### src/rtl/alu_defs_pkg.sv
// Shared opcodes, FSM state encoding and widths for the multi-cycle ALU.
// The optional single-cycle multiplier is selected with ALU_FAST_MUL_EN in alu_multicycle.
package alu_defs_pkg;
    localparam int ALU_OP_W = 5;

    // Bit 4 marks M-extension ops; bit 2 separates divide from multiply inside that group.
    localparam logic [ALU_OP_W-1:0] ALU_ADD    = 5'd0;
    localparam logic [ALU_OP_W-1:0] ALU_SUB    = 5'd1;
    localparam logic [ALU_OP_W-1:0] ALU_AND    = 5'd2;
    localparam logic [ALU_OP_W-1:0] ALU_OR     = 5'd3;
    localparam logic [ALU_OP_W-1:0] ALU_XOR    = 5'd4;
    localparam logic [ALU_OP_W-1:0] ALU_SLL    = 5'd5;
    localparam logic [ALU_OP_W-1:0] ALU_SRL    = 5'd6;
    localparam logic [ALU_OP_W-1:0] ALU_SRA    = 5'd7;
    localparam logic [ALU_OP_W-1:0] ALU_SLT    = 5'd8;
    localparam logic [ALU_OP_W-1:0] ALU_SLTU   = 5'd9;
    localparam logic [ALU_OP_W-1:0] ALU_MUL    = 5'd16;
    localparam logic [ALU_OP_W-1:0] ALU_MULH   = 5'd17;
    localparam logic [ALU_OP_W-1:0] ALU_MULHSU = 5'd18;
    localparam logic [ALU_OP_W-1:0] ALU_MULHU  = 5'd19;
    localparam logic [ALU_OP_W-1:0] ALU_DIV    = 5'd20;
    localparam logic [ALU_OP_W-1:0] ALU_DIVU   = 5'd21;
    localparam logic [ALU_OP_W-1:0] ALU_REM    = 5'd22;
    localparam logic [ALU_OP_W-1:0] ALU_REMU   = 5'd23;

    typedef enum logic [1:0] {
        ST_IDLE = 2'd0,
        ST_MUL  = 2'd1,
        ST_DIV  = 2'd2,
        ST_DONE = 2'd3
    } alu_state_t;
endpackage

### src/rtl/alu_muldiv_iter.sv
// Radix-2 iterative multiply (shift-add) and restoring divide on magnitudes, sharing
// one 2*XLEN accumulator; sign fix-up is applied to the final iteration's value.
module alu_muldiv_iter #(
    parameter int XLEN    = 32,
    parameter int SHAMT_W = $clog2(XLEN)
) (
    input  logic            clk,
    input  logic            reset,
    input  logic            start,
    input  logic [2:0]      op,
    input  logic [XLEN-1:0] a,
    input  logic [XLEN-1:0] b,
    output logic            last,
    output logic [XLEN-1:0] result
);
    import alu_defs_pkg::*;

    logic [2*XLEN-1:0] acc, acc_nx, prod;
    logic [XLEN-1:0]   mcand, hi, lo, raw, diff, mag_a, mag_b;
    logic [XLEN:0]     sum, shifted;
    logic [SHAMT_W-1:0] cnt;
    logic running, is_div, high, neg, sa, sb, neg_a, neg_b;

    // op[2] selects divide; op[0] clear means signed divide; op[1:0] picks the mul flavour
    always_comb begin
        sa    = op[2] ? ~op[0] : (op[1:0] == 2'b01 || op[1:0] == 2'b10);
        sb    = op[2] ? ~op[0] : (op[1:0] == 2'b01);
        neg_a = sa & a[XLEN-1];
        neg_b = sb & b[XLEN-1];
        mag_a = neg_a ? -a : a;
        mag_b = neg_b ? -b : b;
    end

    assign hi      = acc[2*XLEN-1:XLEN];
    assign lo      = acc[XLEN-1:0];
    assign sum     = {1'b0, hi} + (lo[0] ? {1'b0, mcand} : '0);
    assign shifted = {hi, lo[XLEN-1]};
    // Partial remainder is always below the divisor, so the difference fits XLEN bits
    assign diff    = shifted[XLEN-1:0] - mcand;

    always_comb begin
        if (is_div)
            acc_nx = (shifted >= {1'b0, mcand}) ? {diff, lo[XLEN-2:0], 1'b1}
                                                : {shifted[XLEN-1:0], lo[XLEN-2:0], 1'b0};
        else
            acc_nx = {sum, lo[XLEN-1:1]};
        prod   = neg ? -acc_nx : acc_nx;
        raw    = high ? acc_nx[2*XLEN-1:XLEN] : acc_nx[XLEN-1:0];
        result = is_div ? (neg ? -raw : raw)
                        : (high ? prod[2*XLEN-1:XLEN] : prod[XLEN-1:0]);
    end

    assign last = running && (cnt == SHAMT_W'(XLEN-1));

    always_ff @(posedge clk) begin
        if (reset) begin
            running <= 1'b0;
            cnt     <= '0;
            acc     <= '0;
            mcand   <= '0;
            is_div  <= 1'b0;
            high    <= 1'b0;
            neg     <= 1'b0;
        end else if (start) begin
            running <= 1'b1;
            cnt     <= '0;
            acc     <= {{XLEN{1'b0}}, mag_a};
            mcand   <= mag_b;
            is_div  <= op[2];
            high    <= op[2] ? op[1] : (op[1:0] != 2'b00);
            neg     <= (op[2] && op[1]) ? neg_a : (neg_a ^ neg_b);
        end else if (running) begin
            acc <= acc_nx;
            cnt <= cnt + 1'b1;
            if (last) begin
                running <= 1'b0;
                cnt     <= '0;
            end
        end
    end
endmodule

### src/rtl/alu_multicycle.sv
// Multi-cycle integer ALU with RV32M mul/div behind valid/ready handshakes.
// Define ALU_FAST_MUL_EN for a native multiplier with 2-cycle MUL* latency.
module alu_multicycle
    import alu_defs_pkg::*;
#(
    parameter int XLEN    = 32,
    parameter int SHAMT_W = $clog2(XLEN),
    parameter int OP_W    = ALU_OP_W
) (
    input  logic            clk,
    input  logic            reset,
    input  logic            in_valid,
    output logic            in_ready,
    input  logic [OP_W-1:0] in_op,
    input  logic [XLEN-1:0] in_a,
    input  logic [XLEN-1:0] in_b,
    output logic            out_valid,
    input  logic            out_ready,
    output logic [XLEN-1:0] out_result,
    output logic            busy
);
    localparam logic [XLEN-1:0] MIN_INT = {1'b1, {(XLEN-1){1'b0}}};

    alu_state_t       state;
    logic [XLEN-1:0]  base_res, special_res, md_result;
    logic [SHAMT_W-1:0] shamt;
    logic accept, is_mul, is_div, is_rem, div_special, md_start, md_last;

    assign shamt  = in_b[SHAMT_W-1:0];
    assign accept = in_valid && in_ready;
    assign is_mul = in_op inside {[ALU_MUL:ALU_MULHU]};
    assign is_div = in_op inside {[ALU_DIV:ALU_REMU]};
    assign is_rem = in_op[1];

    always_comb begin
        base_res = '0;
        case (in_op)
            ALU_ADD:  base_res = in_a + in_b;
            ALU_SUB:  base_res = in_a - in_b;
            ALU_AND:  base_res = in_a & in_b;
            ALU_OR:   base_res = in_a | in_b;
            ALU_XOR:  base_res = in_a ^ in_b;
            ALU_SLL:  base_res = in_a << shamt;
            ALU_SRL:  base_res = in_a >> shamt;
            ALU_SRA:  base_res = $signed(in_a) >>> shamt;
            ALU_SLT:  base_res = {{(XLEN-1){1'b0}}, $signed(in_a) < $signed(in_b)};
            ALU_SLTU: base_res = {{(XLEN-1){1'b0}}, in_a < in_b};
            default:  base_res = '0;
        endcase
    end

    // Divide-by-zero and signed overflow bypass the iterative divider
    always_comb begin
        div_special = (in_b == '0) || (!in_op[0] && in_a == MIN_INT && in_b == '1);
        if (in_b == '0) special_res = is_rem ? in_a : '1;
        else            special_res = is_rem ? '0 : in_a;
    end

`ifdef ALU_FAST_MUL_EN
    logic signed [XLEN:0]     fa, fb;
    logic signed [2*XLEN-1:0] fprod;
    logic [2*XLEN-1:0]        prod_q;
    logic                     mul_high_q;

    assign fa       = {(in_op == ALU_MULH || in_op == ALU_MULHSU) & in_a[XLEN-1], in_a};
    assign fb       = {(in_op == ALU_MULH) & in_b[XLEN-1], in_b};
    assign fprod    = fa * fb;
    assign md_start = accept && is_div && !div_special;
`else
    assign md_start = accept && (is_mul || (is_div && !div_special));
`endif

    alu_muldiv_iter #(.XLEN(XLEN), .SHAMT_W(SHAMT_W)) u_muldiv (
        .clk    (clk),
        .reset  (reset),
        .start  (md_start),
        .op     (in_op[2:0]),
        .a      (in_a),
        .b      (in_b),
        .last   (md_last),
        .result (md_result)
    );

    always_ff @(posedge clk) begin
        if (reset) begin
            state      <= ST_IDLE;
            in_ready   <= 1'b1;
            out_valid  <= 1'b0;
            out_result <= '0;
            busy       <= 1'b0;
`ifdef ALU_FAST_MUL_EN
            prod_q     <= '0;
            mul_high_q <= 1'b0;
`endif
        end else begin
            case (state)
                ST_IDLE: if (accept) begin
                    in_ready <= 1'b0;
                    if (is_mul) begin
                        state <= ST_MUL;
                        busy  <= 1'b1;
`ifdef ALU_FAST_MUL_EN
                        prod_q     <= fprod;
                        mul_high_q <= (in_op != ALU_MUL);
`endif
                    end else if (is_div && !div_special) begin
                        state <= ST_DIV;
                        busy  <= 1'b1;
                    end else begin
                        state      <= ST_DONE;
                        out_valid  <= 1'b1;
                        out_result <= is_div ? special_res : base_res;
                    end
                end
                ST_MUL: begin
`ifdef ALU_FAST_MUL_EN
                    state      <= ST_DONE;
                    busy       <= 1'b0;
                    out_valid  <= 1'b1;
                    out_result <= mul_high_q ? prod_q[2*XLEN-1:XLEN] : prod_q[XLEN-1:0];
`else
                    if (md_last) begin
                        state      <= ST_DONE;
                        busy       <= 1'b0;
                        out_valid  <= 1'b1;
                        out_result <= md_result;
                    end
`endif
                end
                ST_DIV: if (md_last) begin
                    state      <= ST_DONE;
                    busy       <= 1'b0;
                    out_valid  <= 1'b1;
                    out_result <= md_result;
                end
                ST_DONE: if (out_ready) begin
                    state     <= ST_IDLE;
                    out_valid <= 1'b0;
                    in_ready  <= 1'b1;
                end
                default: state <= ST_IDLE;
            endcase
        end
    end
endmodule
### config.mk
export PLATFORM = sky130hd
export DESIGN_NAME = alu_multicycle
export DESIGN_NICKNAME = d
export VERILOG_FILES = /design/src/rtl/alu_defs_pkg.sv /design/src/rtl/alu_muldiv_iter.sv /design/src/rtl/alu_multicycle.sv
export SDC_FILE = /design/constraint.sdc
export NUM_CORES = 1
export LEC_CHECK = 0
export ABC_AREA = 1
export ABC_CLOCK_PERIOD_IN_PS = 8100
export CAP_MARGIN = 20
export CORE_MARGIN = 1.5
export CORE_UTILIZATION = 44
export DETAILED_ROUTE_END_ITERATION = 7
export PLACE_DENSITY_LB_ADDON = 0.12
export RECOVER_POWER = 100
export REMOVE_ABC_BUFFERS = 1
export SLEW_MARGIN = 10
export SYNTH_ARGS = -nofsm -noshare
export SYNTH_HDL_FRONTEND = slang
export SYNTH_SLANG_ARGS = --single-unit
### constraint.sdc
create_clock -name clk -period 8.1 [get_ports clk]
set_input_delay 1.215 -clock clk [delete_from_list [all_inputs] [get_ports clk]]
set_output_delay 1.215 -clock clk [all_outputs]
set_load 0.005 [all_outputs]
==> summary.txt, run 1 <==
GRT
  • First-pass GRT wire length: 199,000 µm
  • GRT Util Overall: 44.4%
  • Largest net degree at the start of global routing: roughly 60
  • Met3 usage: around 9%
  • Peak-usage layer in the global routing report: met2
  • Routing usage on met1: 50.3%
  • Total gr overflow: 0
  • Met2 usage: 72.8%
  • Number of antenna violations at the first check in global routing: 5
  • Vias in the first global route: ~31,000

Floorplanning
  • Initial Util: 44.4%
  • Die height: 247 µm
  • Core ar.: between 50,000 and 60,000 µm²
  • Die area: 60,800 µm²
  • Num rows: 89
  • Ports: 108
  • Chip Width: 247 µm

Routing
  • DR iter-0 viols: roughly 3,800
  • Post-route ant nets: 0
  • Vias/cell: 6.06
  • Final WL: 139,000 µm
  • Number of remaining DRC errors: 0
  • Vias: 33,100
  • DRT Pass-1 Iters: 6
  • WL/cell: 25.4 µm

Synth
  • Netlist cell types: 82
  • Main flop type after synthesis: dfxtp_1
  • Synthesized area per cell: 5.55 µm²
  • Yosys warning count: 0
  • Cells after Synth: ~4,700
  • Largest area contributor in the netlist: nand2_1
  • Mapped cell area: 26,100 µm²
  • Synthesized flop and latch total: about 140
  • Async SR Flop Fraction: 0%
  • Ranking of synthesized cells by area: nand2_1 (17%), dfxtp_1 (11%), inv_1 (9.3%)
  • Post-synth EDFFs: 0
  • Top-area cell type share of the netlist area: 17.1%
  • Seq/Total Area, Yosys: 10.9%

Worst setup path
  • Crit path required time: 8470 ps
  • WP data arrival: 6930 ps
  • Crit start category: input pin
  • Critical Setup Path Class: input pin to flop
  • Crit-path max FO: 35
  • Reg-to-reg slack, setup: 2320 ps
  • Crit end category: flop

Timing
  • Post-route minimum period: 6550 ps
  • Worst Max-Slew Pin Slew: between 2000 and 2500 ps
  • Period utilisation layout: 80.9%
  • Max Clock Freq: 153 MHz
  • Clk_skew: approximately 14 ps
  • Relative slew slack: -41.7%
  • RSZ-0062 raised after global routing: no
  • PnR worst setup slack: between 1500 and 2000 ps
  • Setup_tns: 0 ps
  • Max-slew violations: 74
  • Final hold vios: 0
  • Final count of negative-setup-slack endpoints: 0

CTS
  • Post-CTS setup buffer count: 0
  • Worst-path clk slew: about 70 ps
  • CTS tree: yes
  • Max clock buf depth: 2
  • TritonCTS buffer count: 17
  • CTS root buf: clkbuf_16
  • Worst skew pair latency: 470 ps
  • Post-CTS Hold Buffers: 0
  • Sink Count: 142
  • Cts repair resizes: 0
  • H-tree Lvls: 4

Placement
  • Placed cell area: 27,600 µm²
  • GP Congestion: 1.07
  • HPWL after DPL: 111,000 µm
  • Setup WS pre-CTS: 2030 ps
  • PortBufs: 107

Final layout
  • Design area: 28,100 µm²
  • Synthesis-to-layout area growth: 7.62%
  • Commonest non-fill, non-tap cell in the layout: nand2_1
  • Net count reported at finish: just under 5,000
  • Filler instances: about 6,600
  • Area of the multi-input gates: 19,700 µm²
  • Flip-flop and latch area: roughly 2900 µm²
  • Commonest non-fill, non-tap cells in the layout: nand2_1 (1,189), inv_1 (647), o21ai_0 (412)
  • Share of cells above drive strength 1: 6.02%

Power and ir drop
  • Power, Total: 4.80 mW
  • P_leak: ~14 nW
  • PD cells: 171 nW/µm²
  • Worst vdd ir: 0.318 mV

Status
  • Failing checks: capacitance limit, slew limit
  • Status: complete, but fails checks

Min path
  • Worst min path class: flop to flop

Flow run
  • MaxCap Viol Count: 2
==> path summary, 6_finish.rpt <==
kind                           from             end  cells past startpoint
hold reg to reg                busy            busy                      2
setup / recovery            in_a[1]  out_result[13]                     19
hold / removal                 busy            busy                      2
setup reg to reg  u_muldiv.mcand[8]  out_result[28]                     33
==> synthesized netlist by cell type (14+ instances only) <==
master	count
a31oi_1	35
ha_1	175
nor2_2	28
nand3b_1	16
o22ai_1	60
nand2_1	1187
o221ai_1	20
o2111ai_1	19
inv_2	16
nand3_1	329
nand2_2	35
inv_1	646
nor3_1	50
a21oi_1	387
xor2_1	84
o211ai_1	56
mux2i_1	14
nand3_2	25
clkbuf_1	136
nand4_1	77
o21ai_1	19
buf_1	22
buf_2	31
o21a_1	22
o21ai_0	411
or2_2	33
o21bai_1	14
nor2_1	394
dfxtp_1	142
==> per-layer routing <==
metal  share of wire [%]  up-vias
li1                    -    15500
met2                  45     1868
met5                   0        -
met3                 9.4      528
met1                  37    15200
met4                 9.1        0
==> critical path, stage by stage <==
cell	delay [ps]
dlygate4sd3_1	700
inv_1	290
ha_1	240
inv_1	60
nor3_1	360
nand3_1	200
nor2_1	290
nand4_1	180
nor3_1	540
nand3_1	270
o211ai_1	480
nand2_1	160
nand2_1	90
nand2_1	50
buf_4	260
inv_1	910
o21ai_0	250
o21bai_1	230
a21oi_1	120
==> state kept, by name, indices dropped and copies added (netlist names) <==
signal,flops
u_muldiv.acc,64
out_result,32
u_muldiv.mcand,32
u_muldiv.cnt,5
state,2
busy,1
in_ready,1
out_valid,1
u_muldiv.high,1
u_muldiv.is_div,1
u_muldiv.neg,1
u_muldiv.running,1
==> per-stage QoR <==
| step | util (%) | hold WS, ps | cells |
|---|---|---|---|
| 4_1_cts | 47.9 | 465 | 5459 |
| 6_report | 47.8 | 460 | 5461 |
| 2_1_floorplan | - | 439 | 4490 |
| 3_5_place_dp | 46.9 | 449 | 5427 |
| 3_3_place_gp | 46.9 | 442 | 5427 |
| 5_1_grt | 47.8 | 474 | 5459 |
==> power by group <==
group	internal, mW	switching, mW
sequential	0.786	0.0940
clock	0.451	0.349
combinational	0.872	2.25
total	2.11	2.69
==> cell families after synthesis <==
logic type                 Yosys count  share of synthesized area [%]
AOI/OAI and AO/OA                 1151                           25.5
xor gates and xnor gates            97                           3.25
adders and majority gates          179                           8.69
buffers and inverters              892                           13.6
DFF                                142                           10.9
muxes                               16                          0.623
and+or+nand+nor                   2227                           37.5
==> final cells by class <==
type	instances	area share, %
diodes	2	0.0178
clock buffers	18	1.53
clock inverters	14	0.498
inverters	678	9.09
multi-input cells	3670	70.0
flip-flops and latches	142	10.2
well taps	773	3.44
repair buffers	164	5.23
Power figures use the tool's default switching activity.
==> run 2: changes to the inputs <==
ABC_CLOCK_PERIOD_IN_PS = 5800   (was 8100)
clock period = 5.8 ns   (was 8.1 ns; I/O delays follow)
==> run 2 against run 1 <==
Net effect: combinational power increased by 40%; largest cell class unchanged; clock power up 50%; design area rose by 1.1%; critical endpoint is now out_result[24]; hold slack worse by 0.84 ps; sequential share of layout area is 0.11 points lower; the run ends with DRC left; highest routed layer unchanged; critical path type is now flop to flop; sequential power increased by 40%.
==> summary.txt, run 2 (same netlist as run 1, synthesis figures left out) <==
Timing
  • Setup_tns: 0 ps (unchanged)
  • Worst Max-Slew Pin Slew: 1310 ps (-821 ps)
  • Max Clock Freq: ~180 MHz
  • Final hold vios: 0 (unchanged)
  • Post-route minimum period: 5600 ps
  • Clk_skew: 19.4 ps (+5.26 ps)
  • RSZ-0062 raised after global routing: no
  • Max-slew violations: 0 (-100%)
  • Relative slew slack: 13.0% (+55 points)
  • Final count of negative-setup-slack endpoints: 0 (unchanged)
  • Period utilisation layout: 96.6%

Status
  • Status: complete, but fails checks
  • Failing checks: DRC

Power and ir drop
  • Register share of total power: 18.1% (-0.2 points)
  • Comb pwr share: 64.3% (-0.7 points)
  • Clock power share: 17.6% (+0.9 points)
  • PD cells: 239 nW/µm² (+40%)
  • Worst vdd ir: 0.239 mV (-25%)
  • Switch share: 55.7% (-0.36 points)
  • Pint: 3.01 mW (+43%)
  • Switch Pwr: 3.79 mW (+41%)
  • P_leak: 14.3 nW (+1.3%)

Floorplanning
  • Chip Width: 247 µm (unchanged)
  • Initial Util: 44.4% (unchanged)
  • Core ar.: 58,800 µm² (unchanged)
  • Die area: 60,800 µm² (unchanged)
  • Ports: 108 (unchanged)
  • Num rows: 89 (unchanged)
  • Die height: 247 µm (unchanged)

Worst setup path
  • CP max-delay cell: dfxtp_1
  • WP data arrival: 5990 ps (-940 ps)
  • Critical Setup Path Class: flop to flop
  • Crit path buf inv count: 2 (-3)
  • Largest delay share family, worst path: simple AND/OR/NAND/NOR gates
  • CP dominant cell by count: nand3_1
  • Crit path required time: 6190 ps (-2280 ps)
  • Crit start category: flop
  • Crit-path max FO: 10 (-71%)
  • Slowest stage delay, CP: 420 ps (-490 ps)
  • Crit end category: flop

Routing
  • DR iter-0 viols: 3,902 (+2.5%)
  • Vias/cell: 6.11 (+0.86%)
  • Number of remaining DRC errors: 1 (+1)
  • DRT Pass-1 Iters: 7 (+1)
  • Final WL: 137,000 µm (-0.89%)
  • Post-route ant nets: 0 (unchanged)
  • WL/cell: 25.0 µm (-1.6%)
  • Vias: 33,600 (+1.5%)

Final layout
  • Net count reported at finish: 4,963 (+0.77%)
  • Registers with the most flip-flops: u_muldiv.acc: 64 flops, out_result: 32 flops, u_muldiv.mcand: 32 flops
  • Final Instance Count excl. Fillers: 5,498 (+0.68%)
  • Max FFs per register: 64 (unchanged)
  • Flip-flop and latch area: 2850 µm² (unchanged)
  • Commonest non-fill, non-tap cell in the layout: nand2_1
  • Filler instances: 6,680 (+0.68%)
  • Area of the multi-input gates: 19,700 µm² (about the same)
  • Commonest non-fill, non-tap cells in the layout: nand2_1 (1,188), inv_1 (646), o21ai_0 (413)
  • Design area: 28,400 µm² (+1.1%)
  • Finished Core Util: 48.3% (+0.53 points)
  • Most flop-heavy register: u_muldiv.acc
  • Share of cells above drive strength 1: 6.82% (+0.80 points)
  • Synthesis-to-layout area growth: 8.82%

CTS
  • Worst skew pair latency: 460 ps (about the same)
  • CTS tree: yes
  • TritonCTS buffer count: 17 (unchanged)
  • Worst-path clk slew: 80 ps (about the same)
  • Post-CTS setup buffer count: 0 (unchanged)
  • Max clock buf depth: 2 (unchanged)
  • Post-CTS Hold Buffers: 0 (unchanged)
  • Sink Count: 142 (unchanged)
  • H-tree Lvls: 4 (unchanged)
  • CTS root buf: clkbuf_16

Min path
  • Worst min path class: flop to flop

GRT
  • Largest net degree at the start of global routing: 79 (+30%)
  • Total gr overflow: 0 (unchanged)
  • GRT Util Overall: 44.2% (-0.26 points)
  • Number of antenna violations at the first check in global routing: 4 (-1)
  • Vias in the first global route: 31,400 (+1.4%)
  • First-pass GRT wire length: 199,000 µm (about the same)

Placement
  • GP Congestion: 1.09 (+2.2%)
  • Placed cell area: 27,900 µm² (+1.1%)
  • Cells after DPL: 5,465 (+0.70%)
  • HPWL after DPL: 110,000 µm (-0.61%)
  • PortBufs: 107 (unchanged)

Flow run
  • MaxCap Viol Count: 0 (-2)
## run 2: stage by stage
step                      hold slack [ps]  total power [mW]  setup WS [ps]
after global placement                445              5.48            139
after detailed placement              445              5.47            431
after floorplan                       439              3.74           -323
final                                 459              6.80            198
after CTS                             456              6.68            388
after global routing                  476              7.14           35.0
## run 2: power by group through the flow
stage	Sequential [mW]	Combinational (mW)	Clock [mW]
2_1_floorplan	1.21	2.53	0
3_3_place_gp	1.25	4.23	0
3_5_place_dp	1.25	4.22	0
4_1_cts	1.23	4.25	1.20
5_1_grt	1.24	4.67	1.23
6_report	1.23	4.37	1.20
## run 2: worst paths after layout
kind	start	endpoint	slack, ps	cells past startpoint
hold reg to reg	busy	busy	460	2
setup reg to reg	u_muldiv.acc[31]	out_result[24]	200	29
hold / removal	busy	busy	460	2
setup / recovery	u_muldiv.acc[31]	out_result[24]	200	29
## run 2: area by class of cell
| type | count | share of cell area [%] |
|---|---|---|
| repair buffers | 202 | 6.20 |
| clock inverters | 12 | 0.568 |
| well taps | 773 | 3.40 |
| clock buffers | 20 | 1.54 |
| diodes | 1 | 0.00880 |
| inverters | 678 | 8.99 |
| multi-input cells | 3670 | 69.3 |
| flip-flops and latches | 142 | 10.0 |
## run 2: timing repair
item	CTS	global route
endpoints found under the setup margin	0	2
hold endpoints to repair	0	0
gates resized for setup	0	1
## run 2: routing by layer
metal	wire length, µm	GRT usage, %
met5	0	0
met4	12400	33.8
met3	12600	7.45
met2	61800	72.6
met1	50600	51.2
## run 2: worst reg2reg max path, delay by kind of cell, from the launching register on
family	cells	cell delay, ps
simple gates	23	3830
compound gates	2	420
flops	1	420
fa+ha+maj	2	660
buf+inv	2	210
